$ cat src/rtl/fetch_sequencer.sv
// fetch_sequencer: owns the PC, fetches a 32-bit instruction window over a
// req/valid handshake, and steps the one-hot phase (f, r, x, m, w) that
// sequences the decoder and datapath. Stops on HLT or an unknown opcode.
module fetch_sequencer #(
  parameter logic [31:0] RESET_PC = 32'h0000_0000
) (
  input  logic        clk,
  input  logic        rstd,
  output logic        imem_req,
  output logic [31:0] imem_addr,
  input  logic [31:0] imem_rdata,
  input  logic        imem_valid,
  input  logic        cr_taken,
  input  logic [1:0]  br,
  input  logic        cc,
  input  logic [31:0] branch_target,
  output logic [4:0]  phase,
  output logic [31:0] ir,
  output logic [31:0] pc,
  output logic        halted,
  output logic        illegal
);

  typedef enum logic [2:0] {
    StIdle,
    StReq,
    StF,
    StR,
    StX,
    StM,
    StW,
    StHalt
  } state_e;

  localparam logic [7:0] OpHlt = 8'hF4;

  localparam logic [4:0] PhNone = 5'b00000;
  localparam logic [4:0] PhF    = 5'b00001;
  localparam logic [4:0] PhR    = 5'b00010;
  localparam logic [4:0] PhX    = 5'b00100;
  localparam logic [4:0] PhM    = 5'b01000;
  localparam logic [4:0] PhW    = 5'b10000;

  state_e      state_q;
  logic [1:0]  len_q;
  logic [1:0]  fetch_len;
  logic        taken;
  logic [31:0] next_pc;

  // Instruction length from the leading opcode byte; 0 marks an unknown opcode.
  function automatic logic [1:0] op_len(input logic [7:0] op);
    logic [1:0] len;
    len = 2'd0;
    case (op)
      8'hF4:                           len = 2'd1;
      8'h8B, 8'h89, 8'h01, 8'h29, 8'h39,
      8'h21, 8'h09, 8'h31, 8'hF7:      len = 2'd2;
      8'h66, 8'h83, 8'hC1, 8'h90:      len = 2'd3;
      default:                         len = 2'd0;
    endcase
    return len;
  endfunction

  // Decode the incoming window and resolve the next PC for the W exit edge.
  always_comb begin
    fetch_len = op_len(imem_rdata[31:24]);
    taken     = cr_taken & ((br == 2'b10) | ((br == 2'b01) & cc));
    // 32-bit add wraps silently; the carry out is intentionally dropped.
    next_pc   = taken ? branch_target : (pc + {30'd0, len_q});
  end

  // The fetch address is always the architectural PC.
  assign imem_addr = pc;

  // Sequencer FSM; every output is registered alongside the state.
  always_ff @(posedge clk or negedge rstd) begin
    if (!rstd) begin
      state_q  <= StIdle;
      pc       <= RESET_PC;
      ir       <= 32'd0;
      len_q    <= 2'd0;
      phase    <= PhNone;
      imem_req <= 1'b0;
      halted   <= 1'b0;
      illegal  <= 1'b0;
    end else begin
      unique case (state_q)
        StIdle: begin
          state_q  <= StReq;
          imem_req <= 1'b1;
          phase    <= PhNone;
        end
        StReq: begin
          // Hold request and address steady until memory answers.
          if (imem_valid) begin
            ir       <= imem_rdata;
            len_q    <= fetch_len;
            imem_req <= 1'b0;
            if (fetch_len != 2'd0) begin
              state_q <= StF;
              phase   <= PhF;
            end else begin
              state_q <= StHalt;
              phase   <= PhNone;
              halted  <= 1'b1;
              illegal <= 1'b1;
            end
          end
        end
        StF: begin
          state_q <= StR;
          phase   <= PhR;
        end
        StR: begin
          state_q <= StX;
          phase   <= PhX;
        end
        StX: begin
          state_q <= StM;
          phase   <= PhM;
        end
        StM: begin
          state_q <= StW;
          phase   <= PhW;
        end
        StW: begin
          phase <= PhNone;
          if (ir[31:24] == OpHlt) begin
            // HLT leaves the PC pointing at itself.
            state_q <= StHalt;
            halted  <= 1'b1;
          end else begin
            pc       <= next_pc;
            state_q  <= StReq;
            imem_req <= 1'b1;
          end
        end
        StHalt: begin
          // Only reset leaves this state.
          phase    <= PhNone;
          imem_req <= 1'b0;
          halted   <= 1'b1;
        end
        default: begin
          state_q  <= StIdle;
          phase    <= PhNone;
          imem_req <= 1'b0;
        end
      endcase
    end
  end

endmodule

$ cat config.mk
export PLATFORM = sky130hd
export DESIGN_NAME = fetch_sequencer
export DESIGN_NICKNAME = d
export VERILOG_FILES = /design/src/rtl/fetch_sequencer.sv
export SDC_FILE = /design/constraint.sdc
export NUM_CORES = 1
export LEC_CHECK = 0
export CAP_MARGIN = 10
export CELL_PAD_IN_SITES_DETAIL_PLACEMENT = 1
export CELL_PAD_IN_SITES_GLOBAL_PLACEMENT = 1
export CORE_MARGIN = 1.5
export CORE_UTILIZATION = 35
export CTS_CLUSTER_SIZE = 28
export DETAILED_ROUTE_END_ITERATION = 8
export PLACE_DENSITY = 0.87
export SLEW_MARGIN = 40
export SYNTH_ARGS = -nofsm -noshare
export SYNTH_HDL_FRONTEND = slang
export SYNTH_SLANG_ARGS = --single-unit
$ cat constraint.sdc
create_clock -name clk -period 4.8 [get_ports clk]
set_clock_uncertainty 0.05 [all_clocks]
set_input_delay 0.72 -clock clk [delete_from_list [all_inputs] [get_ports clk]]
set_output_delay 0.72 -clock clk [all_outputs]
set_load 0.1 [all_outputs]
==> results.txt, run 1 <==
RR Endpoint = imem_addr[12]
num ports = 175
DR iter-0 viols = 141
Tot GR Track Use = 0.207
IO buf count = 174
WL final = 13,200 µm
dominant synthesized flop cell = dfrtp_1
Max Clock Freq = 382 MHz
status = complete, no violations
Final Core Density = 0.473
ANT nets after route = 0
wire per inst = 18.2 µm
vias in the first global route = 4,176
vias post-DR = 3,972
Cells after Synth = 440
final hold vios = 0
worst slew pin tran = 0.821 ns
Layout Nets = 647
design area = 0.00566 mm²
area of the mapped netlist = 0.00429 mm²
unrepaired setup endpoints after global routing = false
Clock Sinks = 77
Area Growth Syn to Fin = 31.8%
Compound-Gate Fraction of Synth Area = 0.196
placed inst area = 0.00538 mm²
CTS Hold Buffers Added = 0
syn avg cell area = 9.75 µm²
Ant. Diodes = 0
CTS Buf Count = 9
fillcell total = 1,376
ratio of cells with drive above 1 in the final layout = 0.291
synthesized net count = 514
routability cong. = 0.821
reg2reg setup slack = 2.25 ns
vias per inst = 5.49
first-pass GRT wire length = 21,300 µm
Yosys cell types = 61
max-slew violations = 0
DRT Pass-1 Iters = 4
CTS-repair resized insts = 0
total die area = 0.0129 mm²
Die H = 114 µm
Crit Path Category = in -> reg
critical path launch point type = input pin
clock-pin slew on the worst setup and hold paths = 0.06 ns
worst slack, placed = 1.85 ns
H-Tree Depth = 3
Clock Path Buffers = 2
CTS tree = yes
Tcrit/Tclk final = 0.546
worst r2r path cells = 8
GRT overflow = 0
xor and xnor area share after synthesis = 0
Clock Root Buffer = clkbuf_16
max-cap violation count = 0
CORE AREA = 0.0120 mm²
Clk Latency, worst-skew pair = 0.34 ns
initial antenna violation count = 0
yosys warns = 0
Post-Synth Adder-Cell Area = 0.0105
post-synthesis sequential area ratio = 0.449
area fraction in and, or, nand and nor cells after synthesis = 0.161
largest net degree at the start of global routing = 78
Setup Viol. Count Final = 0
r2r startpoint = imem_addr[0]
Site Rows = 40
ys async rst share = 1.00
Slew HR = 0.449
Tmin final = 2.62 ns
dpl hpwl = 9370 µm
CP arrival = 2.76 ns
Post-CTS Setup Bufs = 0
#FFs+latches synth = 77
combinational family with the most area after synthesis = compound AO/OA/AOI/OAI gates
Starting Density = 0.359
Worst EP required = 4.94 ns
CP endpoint kind = register
# DRC = 0
Tightest Hold Check Type = in -> async
CP max FO = 22
EDFF count, synth = 0
final setup margin = 2.18 ns
mux cell area share after synthesis = 0.0863
chip width = 114 µm
most common cell after layout, fill and taps aside = buf_2
setup_tns = 0 ns
commonest cells after routing, fill and taps aside = 104 x buf_2, 77 x dfrtp_1, 69 x clkdlybuf4s50_1, 56 x a21oi_1
[critical path, stage by stage]
cell and delay [ns]:
clkdlybuf4s50_1 0.47, and3b_1 0.21, o21ai_4 0.50, buf_8 0.24
nand4_1 0.26, o22ai_1 0.23, a21oi_1 0.11
[sequential cells by signal, indices dropped and copies added (netlist names)]
| name | flops |
|---|---|
| halted | 1 |
| imem_addr | 32 |
| imem_req | 1 |
| ir | 32 |
| len_q | 2 |
| illegal | 1 |
| state_q | 3 |
| phase | 5 |
[cells in the mapped netlist (all sizes together), types with 2 or more instances]
cell type,number,area share
and3,5,0.0073
dfrtp,77,0.45
a32oi,2,0.0041
nand4,10,0.016
a31oi,2,0.0029
mux2,32,0.084
nor4b,2,0.0041
o21ai,25,0.030
ha,2,0.0058
o211ai,3,0.0052
a21oi,56,0.065
inv,10,0.0087
or3,3,0.0044
clkbuf,11,0.0096
o22ai,17,0.025
o21a,2,0.0035
or4b,2,0.0047
nor3b,2,0.0035
nand3,19,0.022
nand4b,2,0.0041
o31ai,3,0.0052
o41ai,4,0.0082
nand2,31,0.027
nor4bb,2,0.0047
nor3,6,0.0096
o221ai,2,0.0041
and4,4,0.0082
buf,45,0.078
o22a,3,0.0064
nand2b,2,0.0029
a2bb2oi,8,0.016
and2,3,0.0047
nor2,25,0.022
[cell type report]
cell class                 count  area [µm²]  area share
clock inverter                 5        36.3     0.00641
sequential                    77        1930       0.341
tap                          147         184      0.0325
inverter                      10        37.5     0.00664
multi-input combinational    297        1970       0.349
clock buffer                  10         239      0.0422
timing repair buffer         178        1260       0.223
[cells by family after synthesis]
family,count (synthesis)
AO/OA/AOI/OAI,136
adder cells (fa/ha/maj),3
buffers and inverters,66
flip-flops,77
multiplexers,33
AND/OR/NAND/NOR,125
[worst max path at each step]
stage                       startpoint            end  cells past startpoint
after floorplan           imem_addr[0]  imem_addr[12]                      8
after detailed placement         br[1]  imem_addr[30]                      7
final                            br[1]  imem_addr[30]                      7
after CTS                        br[1]  imem_addr[30]                      7
after global routing             br[1]  imem_addr[26]                      7
after global placement           br[1]  imem_addr[13]                      7
[metal layers]
layer / vias up / track usage / part of all wire
met5: - / 0 / 0
met4: 0 / 0.0367 / 0.0051
met3: 6 / 0.0553 / 0.057
met2: 122 / 0.373 / 0.51
met1: 1978 / 0.252 / 0.42
li1: 1866 / - / -
[stage by stage]
stage / hold slack (ns) / std cells
detailed placement: 0.419 / 709
floorplan: 0.374 / 440
finish: 0.357 / 724
global placement: 0.419 / 708
CTS: 0.409 / 724
global route: 0.420 / 724
Power of run 1 is not shown: default switching activity piles up to over one toggle a cycle in this logic, so the estimate is an artifact.
==> inputs of run 2 (changes only) <==
--- a/config.mk
+++ b/config.mk
@@ -9,10 +9,10 @@
 export CELL_PAD_IN_SITES_DETAIL_PLACEMENT = 1
 export CELL_PAD_IN_SITES_GLOBAL_PLACEMENT = 1
 export CORE_MARGIN = 1.5
-export CORE_UTILIZATION = 35
+export CORE_UTILIZATION = 32
 export CTS_CLUSTER_SIZE = 28
 export DETAILED_ROUTE_END_ITERATION = 8
-export PLACE_DENSITY = 0.87
+export PLACE_DENSITY = 0.81
 export SLEW_MARGIN = 40
 export SYNTH_ARGS = -nofsm -noshare
 export SYNTH_HDL_FRONTEND = slang
==> constraint.sdc (replaced) <==
create_clock -name clk -period 2.6 [get_ports clk]
set_clock_uncertainty 0.05 [all_clocks]
set_input_delay 0.39 -clock clk [delete_from_list [all_inputs] [get_ports clk]]
set_output_delay 0.39 -clock clk [all_outputs]
set_load 0.1 [all_outputs]
==> run 2 against run 1 <==
  * Sequential share of layout area decreased by 2.1 points
  * Die area increased by 9.1%
  * Largest cell class unchanged
  * Design area increased by 6.7%
  * Sequential cell count unchanged
  * Global-route usage decreased by 0.42 points
  * Highest routed layer unchanged
  * Register-to-register slack got worse by 2.1 ns
==> results.txt, run 2 (synthesis gave the netlist of run 1 again) <==
critical path launch point type = register (was input pin)
Setup Viol. Count Final = 0 (unchanged)
commonest cells after routing, fill and taps aside = 116 x buf_4, 75 x dfrtp_1, 69 x clkdlybuf4s50_1, 56 x a21oi_1 (was 104 x buf_2, 77 x dfrtp_1, 69 x clkdlybuf4s50_1, 56 x a21oi_1)
wire per inst = 18.3 µm (was 18.2 µm)
dpl hpwl = 10,200 µm (was 9370 µm)
num ports = 175 (unchanged)
ANT nets after route = 0 (unchanged)
CP arrival = 2.60 ns (was 2.76 ns)
CTS Hold Buffers Added = 0 (unchanged)
max-slew violations = 0 (unchanged)
chip width = 119 µm (was 114 µm)
Clock Sinks = 77 (unchanged)
Area Growth Syn to Fin = 40.7% (was 31.8%)
unrepaired setup endpoints after global routing = false (unchanged)
Layout Nets = 655 (was 647)
reg2reg setup slack = 0.16 ns (was 2.25 ns)
max-cap violation count = 0 (unchanged)
CP endpoint kind = register (unchanged)
CTS tree = yes (unchanged)
Starting Density = 0.327 (was 0.359)
Worst EP required = 2.76 ns (was 4.94 ns)
Final Core Density = 0.460 (was 0.473)
GRT overflow = 0 (unchanged)
vias in the first global route = 4,303 (was 4,176)
IO buf count = 174 (unchanged)
worst slew pin tran = 0.693 ns (was 0.821 ns)
worst r2r path cells = 7 (was 8)
Post-CTS Setup Bufs = 0 (unchanged)
setup_tns = 0 ns (unchanged)
fillcell total = 1,494 (was 1,376)
# DRC = 0 (unchanged)
Tightest Hold Check Type = in -> async (unchanged)
status = complete, no violations (unchanged)
Tmin final = 2.44 ns
placed cells = 746 (was 709)
routability cong. = 0.808 (was 0.821)
Site Rows = 42 (was 40)
vias per inst = 5.36 (was 5.49)
Slew HR = 0.535 (was 0.449)
clock-pin slew on the worst setup and hold paths = 0.06 ns (about the same)
ratio of cells with drive above 1 in the final layout = 0.305 (was 0.291)
CORE AREA = 0.0131 mm² (was 0.0120 mm²)
DR iter-0 viols = 111 (was 141)
CP max FO = 11 (was 22)
CTS-repair resized insts = 0 (unchanged)
WL final = 14,000 µm (was 13,200 µm)
Max Clock Freq = 410 MHz
Die H = 119 µm (was 114 µm)
Crit Path Category = reg -> reg (was in -> reg)
vias post-DR = 4,093 (was 3,972)
H-Tree Depth = 3 (unchanged)
Clk Latency, worst-skew pair = 0.35 ns (was 0.34 ns)
most common cell after layout, fill and taps aside = buf_4 (was buf_2)
first-pass GRT wire length = 22,700 µm (was 21,300 µm)
DRT Pass-1 Iters = 4 (unchanged)
final hold vios = 0 (unchanged)
Tot GR Track Use = 0.203 (was 0.207)
initial antenna violation count = 2 (was 0)
total die area = 0.0141 mm² (was 0.0129 mm²)
Fin Hold WS = 0.00466 ns (was 0.357 ns)
Tcrit/Tclk final = 0.938
Finished Layout Cells = 763 (was 724)
largest net degree at the start of global routing = 48 (was 78)
Clock Root Buffer = clkbuf_16 (unchanged)
RR Endpoint = imem_addr[24] (was imem_addr[12])
Clock Path Buffers = 2 (unchanged)
CTS Buf Count = 9 (unchanged)
r2r startpoint = imem_addr[0] (unchanged)
run 2: metal layers:
layer	track usage	vias to the layer above	wire [µm]
li1	-	1884	-
met1	0.243	2037	5890
met2	0.336	145	6760
met3	0.0642	27	1010
met4	0.0881	0	325
met5	0	-	0
run 2: worst max path at each step:
stage                             from            end  slack, ns  cells after the start
after floorplan           imem_addr[0]  imem_addr[12]       0.02                      8
after global placement    imem_addr[0]  imem_addr[30]       0.33                      7
after detailed placement  imem_addr[0]  imem_addr[24]       0.18                      7
after CTS                 imem_addr[0]  imem_addr[24]       0.16                      7
after global routing      imem_addr[0]  imem_addr[24]       0.04                      7
final                     imem_addr[0]  imem_addr[24]       0.16                      7
run 2: stage by stage:
step / cell area [µm²] / setup slack (ns)
2_1_floorplan: 4290 / 0.0180
3_3_place_gp: 5730 / 0.332
3_5_place_dp: 5730 / 0.182
4_1_cts: 6030 / 0.160
5_1_grt: 6030 / 0.0410
6_report: 6040 / 0.162
run 2: worst max-delay path, cell delays in order (launching register included):
cell	delay, ns
dfrtp_2	0.40
ha_1	0.18
inv_1	0.06
fa_1	0.43
and4b_1	0.54
nand4_1	0.31
o22ai_1	0.24
a21oi_1	0.09
run 2: area by class of cell:
type	instances	area (µm²)	share of cell area
diodes	1	2.50	0.000415
clock buffers	9	225	0.0373
clock inverters	7	78.8	0.0131
inverters	10	37.5	0.00622
multi-input cells	297	1960	0.325
flip-flops and latches	77	1930	0.320
well taps	176	220	0.0365
repair buffers	186	1580	0.262
Power of run 2 is left out for the same reason.
==> inputs of run 3 (changes only) <==
--- a/config.mk
+++ b/config.mk
@@ -9,10 +9,10 @@
 export CELL_PAD_IN_SITES_DETAIL_PLACEMENT = 1
 export CELL_PAD_IN_SITES_GLOBAL_PLACEMENT = 1
 export CORE_MARGIN = 1.5
-export CORE_UTILIZATION = 32
+export CORE_UTILIZATION = 30
 export CTS_CLUSTER_SIZE = 28
 export DETAILED_ROUTE_END_ITERATION = 8
-export PLACE_DENSITY = 0.81
+export PLACE_DENSITY = 0.76
 export SLEW_MARGIN = 40
 export SYNTH_ARGS = -nofsm -noshare
 export SYNTH_HDL_FRONTEND = slang
==> run 3 against run 2 <==
  * Worst hold slack got worse by 0.0018 ns
  * Wire length rose by 0.57%
  * Via count fell by 0.90%
  * Sequential share of layout area fell by 0.29 points
  * Non-clock buffer count rose by 4
  * Sequential cell count did not move
  * Critical path depth rose by 1
  * First-iteration DRC count rose by 100%
  * Register-to-register slack improved by 0.08 ns
  * Highest routed layer unchanged
==> results.txt, run 3 (synthesis gave the netlist of run 1 again) <==
Area Growth Syn to Fin = 42.0% (was 40.7%)
Clock Path Buffers = 2 (unchanged)
CTS tree = yes (unchanged)
most common cell after layout, fill and taps aside = buf_4 (unchanged)
critical path launch point type = register (unchanged)
Tmin final = 2.36 ns (was 2.44 ns)
Die H = 123 µm (was 119 µm)
GRT busiest layer = met2 (unchanged)
CP arrival = 2.58 ns (was 2.60 ns)
CP Cell Sequence = ha_1 > inv_1 > fa_1 > nand4b_1 > or3_1 > o21ai_0 > a21oi_1 > a21oi_1 (was ha_1 > inv_1 > fa_1 > and4b_1 > nand4_1 > o22ai_1 > a21oi_1)
DR iter-0 viols = 224 (was 111)
GR Layer Usage met2 = 0.325 (was 0.336)
ANT nets after route = 0 (unchanged)
total die area = 0.0150 mm² (was 0.0141 mm²)
Layout Nets = 659 (was 655)
GRT overflow = 0 (unchanged)
worst slew pin tran = 0.686 ns (was 0.693 ns)
CP endpoint kind = register (unchanged)
DRT Pass-1 Iters = 4 (unchanged)
largest net degree at the start of global routing = 48 (unchanged)
CP max FO = 5 (was 11)
Max Clock Freq = 424 MHz (was 410 MHz)
final hold vios = 0 (unchanged)
routability cong. = 0.820 (was 0.808)
Slew HR = 0.539 (was 0.535)
Tcrit/Tclk final = 0.908 (was 0.938)
slowest stage cell, crit path = fa_1 (was and4b_1)
setup_tns = 0 ns (unchanged)
Worst EP required = 2.82 ns (was 2.76 ns)
max incr delay on CP = 0.45 ns (was 0.54 ns)
Site Rows = 43 (was 42)
# DRC = 0 (unchanged)
M3 GR Usage = 0.0660 (was 0.0642)
fillcell total = 1,558 (was 1,494)
vias post-DR = 4,056 (was 4,093)
max-slew violations = 0 (unchanged)
first-pass GRT wire length = 22,200 µm (was 22,700 µm)
unrepaired setup endpoints after global routing = false (unchanged)
ratio of cells with drive above 1 in the final layout = 0.308 (was 0.305)
CTS Hold Buffers Added = 0 (unchanged)
Setup Viol. Count Final = 0 (unchanged)
Clock Sinks = 77 (unchanged)
dpl hpwl = 10,300 µm (was 10,200 µm)
chip width = 123 µm (was 119 µm)
num ports = 175 (unchanged)
initial antenna violation count = 1 (was 2)
Fin Hold WS = 0.00283 ns (was 0.00466 ns)
vias per inst = 5.26 (was 5.36)
vias in the first global route = 4,172 (was 4,303)
CP dominant cell by count = a21oi_1
Post-CTS Setup Bufs = 0 (unchanged)
Crit Path Category = reg -> reg (unchanged)
Tightest Hold Check Type = in -> async (unchanged)
CTS-repair resized insts = 0 (unchanged)
Tot GR Track Use = 0.192 (was 0.203)
Clk Latency, worst-skew pair = 0.35 ns (about the same)
max-cap violation count = 0 (unchanged)
Starting Density = 0.308 (was 0.327)
status = complete, no violations (unchanged)
commonest cells after routing, fill and taps aside = 120 x buf_4, 75 x dfrtp_1, 69 x clkdlybuf4s50_1, 56 x a21oi_1 (was 116 x buf_4, 75 x dfrtp_1, 69 x clkdlybuf4s50_1, 56 x a21oi_1)
Clock Root Buffer = clkbuf_16 (unchanged)
WL final = 14,100 µm (was 14,000 µm)
Final Core Density = 0.437 (was 0.460)
CORE AREA = 0.0139 mm² (was 0.0131 mm²)
GR Util met1 = 0.234 (was 0.243)
CTS Buf Count = 9 (unchanged)
H-Tree Depth = 3 (unchanged)
wire per inst = 18.2 µm (was 18.3 µm)
IO buf count = 174 (unchanged)
clock-pin slew on the worst setup and hold paths = 0.06 ns (about the same)
run 3: cell types whose count changed in the layout (fill, tap and decap cells not counted), sizes merged:
| cell | previous run | this run |
|---|---|---|
| clkbuf | 9 | 10 |
| bufinv | 1 | 2 |
| buf | 117 | 121 |
| clkinvlp | 0 | 2 |
| inv | 14 | 12 |
| clkinv | 2 | 0 |
run 3: worst max-delay path, delay by kind of cell (launching register included):
family	cells	cell delay, ns
AOI/OAI and AO/OA	3	0.40
DFF	1	0.41
adders and majority gates	2	0.63
buffers and inverters	1	0.05
and+or+nand+nor	2	0.75
run 3: worst paths after layout:
path,start,end,slack [ns],depth (start not counted)
max,imem_addr[0],imem_addr[12],0.24,8
min,rstd,ir[15],0.003,1
max reg2reg,imem_addr[0],imem_addr[12],0.24,8
min reg2reg,ir[7],ir[7],0.46,1
max in group asynchronous,rstd,imem_addr[29],1.79,2
min in group clk,ir[7],ir[7],0.46,1
run 3: metal layers:
metal  vias to the layer above  share of wire
met3                        11          0.081
met5                         -              0
met1                      2013           0.40
li1                       1892              -
met4                         0          0.010
met2                       140           0.50
run 3: stage by stage:
| stage | area, µm² | worst slack (ns) | cells |
|---|---|---|---|
| 2_1_floorplan | 4290 | 0.0180 | 440 |
| 3_3_place_gp | 5770 | 0.302 | 754 |
| 3_5_place_dp | 5770 | 0.234 | 754 |
| 4_1_cts | 6090 | 0.213 | 770 |
| 5_1_grt | 6090 | 0.104 | 770 |
| 6_report | 6090 | 0.240 | 771 |
run 3: final cells by class:
cell class | instances | area (µm²) | area share
Multi-Input combinational cell | 297 | 1960 | 0.322
Sequential cell | 77 | 1930 | 0.317
Timing Repair Buffer | 190 | 1610 | 0.265
Clock buffer | 10 | 229 | 0.0376
Tap cell | 180 | 225 | 0.0370
Clock inverter | 6 | 95.1 | 0.0156
Inverter | 10 | 37.5 | 0.00616
Antenna cell | 1 | 2.50 | 0.000411
Power of run 3 is left out for the same reason.
